[src/rtl/adc_min_window_ctrl_pkg.sv]
// rtl/adc_min_window_ctrl_pkg.sv - shared types and constants for the ADC minimum window controller
// Purpose: FSM state encoding, minimum initial value, clog2 helper and the
//          default comparator pipeline depth of the per-core detectors.
package adc_min_window_ctrl_pkg;

  typedef enum logic [2:0] {
    ST_IDLE,
    ST_START,
    ST_ACCUM,
    ST_SETTLE,
    ST_LATCH,
    ST_SCAN,
    ST_COMMIT
  } state_e;

  // Wide all-ones constant; users slice off their data width.
  localparam logic [63:0] MAX_INIT = '1;

  // Must track the comparator depth inside the per-core minimum detectors.
  localparam int PIPE_LAT_DEF = 4;

  function automatic int clog2(input int n);
    int r;
    r = 0;
    while ((1 << r) < n) r = r + 1;
    return r;
  endfunction

endpackage

[src/rtl/adc_min_scan_unit.sv]
// rtl/adc_min_scan_unit.sv - sequential minimum/index scanner over latched core snapshots
// Purpose: after start_i, walks sel_o over 0..N-1 one per cycle and keeps the
//          smallest din_i seen (strict less-than, lowest index wins on ties).
// Ports:   clk, rst     - clock, synchronous active-high reset
//          start_i      - begin a scan on the next cycle
//          sel_o        - snapshot index currently presented on din_i
//          din_i        - snapshot value selected by sel_o
//          done_o       - high during the last scan cycle
//          min_o, idx_o - scan result, valid the cycle after done_o
module adc_min_scan_unit
  import adc_min_window_ctrl_pkg::*;
#(
  parameter int W    = 8,
  parameter int N    = 4,
  parameter int IDXW = clog2(N)
) (
  input  logic            clk,
  input  logic            rst,
  input  logic            start_i,
  input  logic [W-1:0]    din_i,
  output logic [IDXW-1:0] sel_o,
  output logic            done_o,
  output logic [W-1:0]    min_o,
  output logic [IDXW-1:0] idx_o
);

  localparam logic [IDXW-1:0] LAST = IDXW'(N - 1);

  logic            busy_q, busy_d;
  logic [IDXW-1:0] sel_q, sel_d;
  logic [W-1:0]    min_q, min_d;
  logic [IDXW-1:0] idx_q, idx_d;

  always_comb begin
    busy_d = busy_q;
    sel_d  = sel_q;
    min_d  = min_q;
    idx_d  = idx_q;
    if (start_i) begin
      busy_d = 1'b1;
      sel_d  = '0;
    end else if (busy_q) begin
      // Element 0 is taken unconditionally so a stale minimum never leaks in.
      if (sel_q == '0 || din_i < min_q) begin
        min_d = din_i;
        idx_d = sel_q;
      end
      if (sel_q == LAST) busy_d = 1'b0;
      else               sel_d  = sel_q + IDXW'(1);
    end
  end

  always_ff @(posedge clk) begin
    if (rst) begin
      busy_q <= 1'b0;
      sel_q  <= '0;
      min_q  <= MAX_INIT[W-1:0];
      idx_q  <= '0;
    end else begin
      busy_q <= busy_d;
      sel_q  <= sel_d;
      min_q  <= min_d;
      idx_q  <= idx_d;
    end
  end

  assign sel_o  = sel_q;
  assign done_o = busy_q && (sel_q == LAST);
  assign min_o  = min_q;
  assign idx_o  = idx_q;

endmodule

[src/rtl/adc_min_window_ctrl.sv]
// rtl/adc_min_window_ctrl.sv - measurement window sequencer and global minimum finder for per-core ADC detectors
// Purpose: restarts the core detectors, times a window, waits for their
//          pipeline, snapshots all core minima, scans for the global minimum
//          and serves results over a registered request/ack read port.
// Ports:   clk, rst                      - clock, synchronous active-high reset
//          cfg_enable/oneshot/win_len    - run control and window length
//          ovr_clr                       - clears overrun_o
//          core_min_i                    - packed per-core minima
//          win_start_o, busy_o           - core restart pulse, not-idle flag
//          result_valid_o/ready_o        - commit pulse, sticky unread flag
//          overrun_o                     - sticky unread-result overwrite flag
//          rd_req, rd_sel, rd_ack, rd_data - host read port
module adc_min_window_ctrl
  import adc_min_window_ctrl_pkg::*;
#(
  parameter int ADC_DATA_WIDTH = 8,
  parameter int CORE_NUM       = 4,
  parameter int WIN_CNT_WIDTH  = 24,
  parameter int PIPE_LAT       = PIPE_LAT_DEF
) (
  input  logic                                        clk,
  input  logic                                        rst,
  input  logic                                        cfg_enable,
  input  logic                                        cfg_oneshot,
  input  logic [WIN_CNT_WIDTH-1:0]                    cfg_win_len,
  input  logic                                        ovr_clr,
  input  logic [ADC_DATA_WIDTH*CORE_NUM-1:0]          core_min_i,
  output logic                                        win_start_o,
  output logic                                        busy_o,
  output logic                                        result_valid_o,
  output logic                                        result_ready_o,
  output logic                                        overrun_o,
  input  logic                                        rd_req,
  input  logic [clog2(CORE_NUM+1)-1:0]                rd_sel,
  output logic                                        rd_ack,
  output logic [ADC_DATA_WIDTH+clog2(CORE_NUM)-1:0]   rd_data
);

  localparam int W    = ADC_DATA_WIDTH;
  localparam int IDXW = clog2(CORE_NUM);
  localparam int SELW = clog2(CORE_NUM + 1);
  localparam int CW   = WIN_CNT_WIDTH;

  state_e          state_q, state_d;
  logic [CW-1:0]   cnt_q, cnt_d;
  logic [W-1:0]    snap_q [CORE_NUM];
  logic [W-1:0]    gmin_q;
  logic [IDXW-1:0] gidx_q;
  logic            rdy_q, ovr_q, ack_q;
  logic [W+IDXW-1:0] rdata_q, rdata_d;

  logic            scan_done;
  logic [IDXW-1:0] scan_sel, scan_idx;
  logic [W-1:0]    scan_min;
  logic            commit, glob_read;

  adc_min_scan_unit #(.W(W), .N(CORE_NUM), .IDXW(IDXW)) u_scan (
    .clk     (clk),
    .rst     (rst),
    .start_i (state_q == ST_LATCH),
    .din_i   (snap_q[scan_sel]),
    .sel_o   (scan_sel),
    .done_o  (scan_done),
    .min_o   (scan_min),
    .idx_o   (scan_idx)
  );

  // One shared down-counter times both the window and the settle wait.
  always_comb begin
    state_d = state_q;
    cnt_d   = cnt_q;
    unique case (state_q)
      ST_IDLE:   if (cfg_enable) state_d = ST_START;
      ST_START: begin
        cnt_d   = (cfg_win_len == '0) ? '0 : cfg_win_len - CW'(1);
        state_d = cfg_enable ? ST_ACCUM : ST_IDLE;
      end
      ST_ACCUM: begin
        if (!cfg_enable) state_d = ST_IDLE;
        else if (cnt_q == '0) begin
          state_d = ST_SETTLE;
          cnt_d   = CW'(PIPE_LAT - 1);
        end else cnt_d = cnt_q - CW'(1);
      end
      ST_SETTLE: begin
        if (!cfg_enable)      state_d = ST_IDLE;
        else if (cnt_q == '0) state_d = ST_LATCH;
        else                  cnt_d   = cnt_q - CW'(1);
      end
      ST_LATCH:  state_d = ST_SCAN;
      ST_SCAN:   if (scan_done) state_d = ST_COMMIT;
      ST_COMMIT: state_d = (cfg_oneshot || !cfg_enable) ? ST_IDLE : ST_START;
      default:   state_d = ST_IDLE;
    endcase
  end

  assign commit    = (state_q == ST_COMMIT);
  assign glob_read = rd_req && (rd_sel == SELW'(CORE_NUM));

  // Read mux sees pre-update register contents by construction.
  always_comb begin
    rdata_d = rdata_q;
    if (rd_req) begin
      if (rd_sel == SELW'(CORE_NUM))     rdata_d = {gidx_q, gmin_q};
      else if (rd_sel < SELW'(CORE_NUM)) rdata_d = {{IDXW{1'b0}}, snap_q[rd_sel[IDXW-1:0]]};
      else                               rdata_d = '0;
    end
  end

  always_ff @(posedge clk) begin
    if (rst) begin
      state_q <= ST_IDLE;
      cnt_q   <= '0;
      for (int k = 0; k < CORE_NUM; k++) snap_q[k] <= MAX_INIT[W-1:0];
      gmin_q  <= MAX_INIT[W-1:0];
      gidx_q  <= '0;
      rdy_q   <= 1'b0;
      ovr_q   <= 1'b0;
      ack_q   <= 1'b0;
      rdata_q <= '0;
    end else begin
      state_q <= state_d;
      cnt_q   <= cnt_d;
      if (state_q == ST_LATCH)
        for (int k = 0; k < CORE_NUM; k++) snap_q[k] <= core_min_i[k*W +: W];
      if (commit) begin
        gmin_q <= scan_min;
        gidx_q <= scan_idx;
      end
      // Commit dominates a same-cycle global read.
      if (commit)         rdy_q <= 1'b1;
      else if (glob_read) rdy_q <= 1'b0;
      // Set dominates clear.
      if (commit && rdy_q) ovr_q <= 1'b1;
      else if (ovr_clr)    ovr_q <= 1'b0;
      ack_q   <= rd_req;
      rdata_q <= rdata_d;
    end
  end

  assign win_start_o    = (state_q == ST_START);
  assign busy_o         = (state_q != ST_IDLE);
  assign result_valid_o = commit;
  assign result_ready_o = rdy_q;
  assign overrun_o      = ovr_q;
  assign rd_ack         = ack_q;
  assign rd_data        = rdata_q;

endmodule

[config.mk]
export PLATFORM = sky130hd
export DESIGN_NAME = adc_min_window_ctrl
export DESIGN_NICKNAME = d
export VERILOG_FILES = /design/src/rtl/adc_min_window_ctrl_pkg.sv /design/src/rtl/adc_min_scan_unit.sv /design/src/rtl/adc_min_window_ctrl.sv
export SDC_FILE = /design/constraint.sdc
export NUM_CORES = 1
export LEC_CHECK = 0
export ABC_CLOCK_PERIOD_IN_PS = 3400
export BUFFER_PORTS_ARGS = -buffer_cell sky130_fd_sc_hd__buf_4
export CAP_MARGIN = 20
export CELL_PAD_IN_SITES_DETAIL_PLACEMENT = 1
export CELL_PAD_IN_SITES_GLOBAL_PLACEMENT = 2
export CORE_ASPECT_RATIO = 1.2
export CORE_MARGIN = 2
export CORE_UTILIZATION = 36
export DETAILED_ROUTE_END_ITERATION = 16
export PLACE_DENSITY_LB_ADDON = 0.12
export SYNTH_ARGS = -nofsm -noshare
export SYNTH_HDL_FRONTEND = slang
export SYNTH_SLANG_ARGS = --single-unit
[constraint.sdc]
create_clock -name clk -period 3.4 [get_ports clk]
set_input_delay 0.51 -clock clk [delete_from_list [all_inputs] [get_ports clk]]
set_output_delay 0.51 -clock clk [all_outputs]
set_load 0.05 [all_outputs]
==> results of run 1 <==
## how the worst max path moves through the flow
stage                               from              end
after detailed placement  cfg_win_len[0]         cnt_q[1]
after global routing           flip-flop  u_scan.min_o[1]
final                          flip-flop  u_scan.min_o[4]
after floorplan                flip-flop  u_scan.min_o[1]
after global placement    cfg_win_len[0]         cnt_q[1]
after CTS                      flip-flop  u_scan.min_o[4]
## power groups by stage
stage / Clock (mW) / Combinational, mW / Sequential [mW]
floorplan: 0 / 0.267 / 1.29
global placement: 0 / 0.475 / 1.28
detailed placement: 0 / 0.479 / 1.28
CTS: 1.03 / 0.482 / 1.25
global route: 1.07 / 0.523 / 1.25
finish: 1.01 / 0.482 / 1.25
## stage by stage
step / cell area (µm²) / setup WS, ns / util [%]
floorplan: 5383 / 0.8974 / -
global placement: 6188 / 0.4857 / 42.58
detailed placement: 6188 / 0.4606 / 42.58
CTS: 6475 / 0.6410 / 44.55
global route: 6475 / 0.4230 / 44.55
finish: 6475 / 0.6762 / 44.55
## cells by family after synthesis
family / Yosys count / share of synthesized area (%)
buffers and inverters: 52 / 4.393
adder cells (fa/ha/maj): 12 / 2.789
XOR/XNOR: 16 / 2.603
AO/OA/AOI/OAI: 134 / 17.02
flip-flops: 97 / 42.03
multiplexers: 22 / 7.857
AND/OR/NAND/NOR: 229 / 23.31
## cells in the mapped netlist (5+ instances only)
cell      number  area (µm²)
or3_1         40       250.2
xor2_1         5       43.79
mux4_2        16       360.4
nor2b_1       20       125.1
a21oi_1       38       190.2
nand2_1       59       221.5
nor3_1        19       95.09
or4_1          9       67.56
edfxtp_1      32       960.9
nand3_1        8       40.04
ha_1          12       150.1
nor2_1        33       123.9
o21ai_1        7       35.03
o21ai_0       15       75.07
a32o_1        13       130.1
xnor2_1       11       96.34
clkbuf_1      19       71.32
inv_1         17       63.81
buf_2          6       30.03
nor4_1        11       68.82
dfxtp_1       65        1301
o22ai_1        9       56.30
buf_1          5       18.77
a31oi_1        5       31.28
o211ai_1      18       135.1
## layout make-up
type                            count  area, µm²
Timing Repair Buffer               97      728.2
Tap cell                          200      250.2
Sequential cell                    97       2262
Multi-Input combinational cell    413       2884
Clock buffer                        9      225.2
Fill cell                        1700       8059
Inverter                           17      63.81
Clock inverter                      7      61.31
## metal layers
layer  vias up  share of wire (%)  track usage [%]
met4         0                3.2            11.18
met2        94                 55            41.42
met5         -                  0                0
met1      2344                 39            22.97
met3        28                2.4            2.316
li1       2270                  -                -
## sequential cells by signal, summed over array words and instances, names as in the netlist, named ones only
name / count
gmin_q: 8
state_q: 3
u_scan.idx_o: 2
cnt_q: 24
rd_data: 10
overrun_o: 1
u_scan.busy_q: 1
u_scan.min_o: 8
u_scan.sel_o: 2
snap_q: 32
result_ready_o: 1
rd_ack: 1
gidx_q: 2
==> reports/metrics.cfg, run 1 <==
[synth]
synthesis.area_mm2=0.005383
synth_edf_count=32
ys_warn_count=0
syn_area_per_cell_um2=9.578
ys_async_sr_fraction_pct=0
syn_nets=639
ys_ff_latch=97
post_synth_num_cell_types=62
ys_seq_area_share_pct=42.03
syn_inst=562
yosys_most_used_dff=dfxtp_1

[pwr]
total_power_mw=2.744
power_leakage_nw=2.269
switching_share_pct=30.09
clockPowerShare_pct=36.8
seq_power_share_pct=45.6
power.density_mw_per_mm2=423.7
internal-power_mw=1.918
combPwrFrac_pct=17.6
power_switching_uw=825.4
peakVddDrop_mv=0.1973

[global_route]
antenna_found_initial=0
grt_start_max_net_pins=66
gr-total-overflow=0
grt_pass1_vias=4997
grt_pass1_wl_um=26150
grt_usage_pct=21.57

[layout]
final_common_cell=buf_4
syn_to_final_growth_pct=20.29
layout-drive-gt1-share_pct=22.81
diodes=0
mostFrequentLayoutCells=buf_4 (97), dfxtp_1 (65), nand2_1 (59)
nets=712
stdcell_count=840

[die]
row_count=48
core_area_mm2=0.01453
pin_count=81
chipHeight_um=138.0
die_w_um=115.6
start_util_pct=37.04
dieArea_mm2=0.01595

[worst_setup_path]
slowest_delay_ns=0.58
cp.arrival_ns=3.00
crit_path_end_kind=flip-flop
path_class=reg2reg
worstReg2RegEnd=u_scan.min_o[4]
r2r_cells=9
critPathSlowestCell=mux4_2
cp.depth=9
crit_required_ns=3.68
r2r_slack_ns=0.68
start_kind=flip-flop
cp_num_buf_inv=1
path_max_fanout=13
critPathTopFamily=simple AND/OR/NAND/NOR gates
path_cells=mux4_2 > ha_1 > a21o_1 > a21oi_1 > nor2b_1 > nor4_4 > buf_4 > nand2_1 > o211ai_1

[timing]
fin_worst_skew_ns=0.007952
hold_slack_ns=0.4037
post-route-period-util_pct=80.11
clock.fmax_ghz=0.3671
tns_ns=0
final_max_slew_viol_count=0
rsz0062_at_grt=no
layout_min_cycle_time_ns=2.724
setup_viol=0
finalHoldViolations=0
slew_headroom_pct=28.35
tightest_slew_ns=1.071

[clock_tree]
cts-hold-fix-buffers=0
cts_buffer_depth=2
clock-sinks=97
ctsResizeCount=0
cts.htree.levels=3
clkTransAtPathRegs_ns=0.07
post_cts_buffers=0
tritoncts=yes
cts_buffers=9
root_buffer=clkbuf_16
worstSkewPairLatency_ns=0.36

[worst_hold_path]
holdPathEnd=snap_q[1][5]
min-delay-start=core_min_i[13]
whs_path_depth=2
hold_class=in2reg

[routing]
ant_nets=0
drt-vias-per-instance=5.638
post_drt_wl_per_cell_um=19.87
first_pass_iters=4
drcViolationCount=0
dr_total_vias=4736
drt_iter0_drc=286
wl_um=16690

[job]
drv_cap=0

[placement]
port_buffers=80
dp_hpwl_um=12540
dp.cells=824
routabilityCongestion=0.8262

[outcome]
status=complete, no violations

(Power assumes the default switching activity.)
==> inputs of run 2 (changes only) <==
Settings changed: ABC_AREA from default to 1, ABC_CLOCK_PERIOD_IN_PS 3400 to 2250, CORE_UTILIZATION 36 to 30.
Clock period 3.4 ns to 2.25 ns, I/O delays scaled along.
==> reports/metrics.cfg, run 2 <==
[outcome]
status=complete, no violations

[die]
chipHeight_um=156.3
row_count=55
die_w_um=130.9
pin_count=81
dieArea_mm2=0.02047
start_util_pct=30.65
core_area_mm2=0.01892

[synth]
post_synth_num_cell_types=38
synth_edf_count=32
ys_seq_area_share_pct=39.00
yosys.area.top_type=dfxtp_1
synthTopCellsByArea=dfxtp_1 (22%), edfxtp_1 (17%), nand2_1 (9.4%)
synth_top_area_share_pct=22.43
ys_ff_latch=97
syn_nets=884
yosys_most_used_dff=dfxtp_1
syn_area_per_cell_um2=7.188
ys_async_sr_fraction_pct=0
syn_inst=807
ys_warn_count=0
synthesis.area_mm2=0.005801
yosysMostFrequentCell=nand2_1
yosys-top-cells-count=nand2_1 (145), nor2_1 (117), inv_1 (104)

[worst_setup_path]
critPathSlowestCell=dfxtp_2
cp_num_buf_inv=2
crit_path_end_kind=flip-flop
path_class=reg2reg
crit_required_ns=2.50
worstReg2RegEnd=u_scan.idx_o[1]
critPathTopFamily=compound AO/OA/AOI/OAI gates
path_cells=inv_2 > o21ai_1 > o22ai_2 > ha_1 > a21oi_2 > nor2_1 > a211oi_2 > nand2_1 > nand2_2 > buf_6 > nand3_1 > nand2_1 > nor2_1
r2r_cells=13
r2r_slack_ns=0.004
start_kind=flip-flop
cp.arrival_ns=2.49
path_max_fanout=9
slowest_delay_ns=0.38

[timing]
slew_headroom_pct=37.21
fin_worst_skew_ns=0.006655
tightest_slew_ns=0.9384
rsz0062_at_grt=yes
layout_min_cycle_time_ns=2.246
post-route-period-util_pct=99.80
setup_viol=0
clock.fmax_ghz=0.4453
finalHoldViolations=0
hold_slack_ns=0.2378
final_max_slew_viol_count=0

[layout]
final_common_cell=nand2_1
syn_to_final_growth_pct=24.16
layout-drive-gt1-share_pct=23.34
diodes=0
nets=976
finish.utilization_pct=38.06
regMostFlops=snap_q
post-route-cell-area_mm2=0.007202
stdcell_count=1160
largest_reg_flops=32
mostFrequentLayoutCells=nand2_1 (141), nor2_1 (114), buf_4 (104)

[routing]
wl_um=18350
ant_nets=0
first_pass_iters=4
post_drt_wl_per_cell_um=15.82
drt_iter0_drc=219
dr_total_vias=5567
drcViolationCount=0
drt-vias-per-instance=4.799

[placement]
dp_hpwl_um=14270
port_buffers=80
dp.cells=1136
routabilityCongestion=0.8205
placed_cell_area_mm2=0.006743

[job]
drv_cap=0

[clock_tree]
clkTransAtPathRegs_ns=0.07
cts-hold-fix-buffers=0
cts_buffers=9
clock-sinks=97
cts_buffer_depth=2
cts.htree.levels=3
worstSkewPairLatency_ns=0.35
tritoncts=yes
root_buffer=clkbuf_16

[global_route]
antenna_found_initial=0
grt_pass1_wl_um=29310
gr-total-overflow=0
grt_start_max_net_pins=37
grt_usage_pct=18.57
grt_pass1_vias=5824

[worst_hold_path]
whs_path_depth=4
holdPathEnd=overrun_o
hold_class=in2reg
min-delay-start=ovr_clr

[pwr]
peakVddDrop_mv=0.3768
power_leakage_nw=3.149
power.density_mw_per_mm2=657.3

==> run 2: repair_timing <==
item                       4_1_cts  5_1_grt
resized for setup               21       17
pin swaps                        1        3
setup buffers                    6        1
gates cloned                     1        0
setup endpoints to repair       10       11
==> run 2: through the flow <==
step	total power, mW	setup slack [ns]	TNS [ns]
6_report	4.734	0.004448	0
5_1_grt	5.053	-0.1222	-0.8451
3_5_place_dp	3.318	-0.2922	-2.661
2_1_floorplan	2.892	0.02334	0
3_3_place_gp	3.283	-0.3577	-7.363
4_1_cts	4.817	-0.003906	-0.003906
==> run 2: report_power, final <==
part / switching [mW] / internal [mW] / leakage [nW]
logic: 0.806 / 0.455 / 2.27
registers: 0.0964 / 1.91 / 0.750
clock network: 0.710 / 0.761 / 0.127
==> run 2: area by class of cell <==
cell class	count	area, µm²
Clock buffer	11	232.7
Clock inverter	5	38.79
Fill cell	2363	11720
Inverter	108	409.1
Multi-Input combinational cell	574	3080
Sequential cell	97	2267
Tap cell	256	320.3
Timing Repair Buffer	109	853.3
==> run 2: kinds of logic (layout without fill, tap and decap cells) <==
kind of cell,Yosys count,in the layout,share of synthesized area [%]
xor gates and xnor gates,37,37,5.587
and+or+nand+nor,384,384,29.77
adders and majority gates,12,12,2.588
DFF,97,97,39.00
buffers and inverters,136,233,9.469
AOI/OAI and AO/OA,141,141,13.59
==> run 2: worst max path at each step <==
stage                            to  cells after the start
floorplan           u_scan.min_o[1]                     14
global placement           cnt_q[3]                     12
detailed placement  u_scan.min_o[5]                     12
CTS                 u_scan.idx_o[1]                     14
global route        u_scan.idx_o[0]                     16
finish              u_scan.idx_o[1]                     13
==> run 2: worst register-to-register path, cell delays in order, from the launching register on <==
cell and delay (ns):
dfxtp_2 0.38, inv_2 0.20, o21ai_1 0.12, o22ai_2 0.17, ha_1 0.31, a21oi_2 0.18, nor2_1 0.07, a211oi_2 0.15
nand2_1 0.10, nand2_2 0.12, buf_6 0.13, nand3_1 0.07, nand2_1 0.11, nor2_1 0.04
==> run 2: routing by layer <==
layer | up-vias | part of all wire, % | global-route usage (%) | routed length, µm
met5 | - | 0 | 0 | 0
met4 | 0 | 3.5 | 8.156 | 647
met3 | 28 | 1.9 | 2.120 | 352
met2 | 64 | 57 | 37.05 | 10460
met1 | 2688 | 38 | 18.88 | 6886
li1 | 2787 | - | - | -
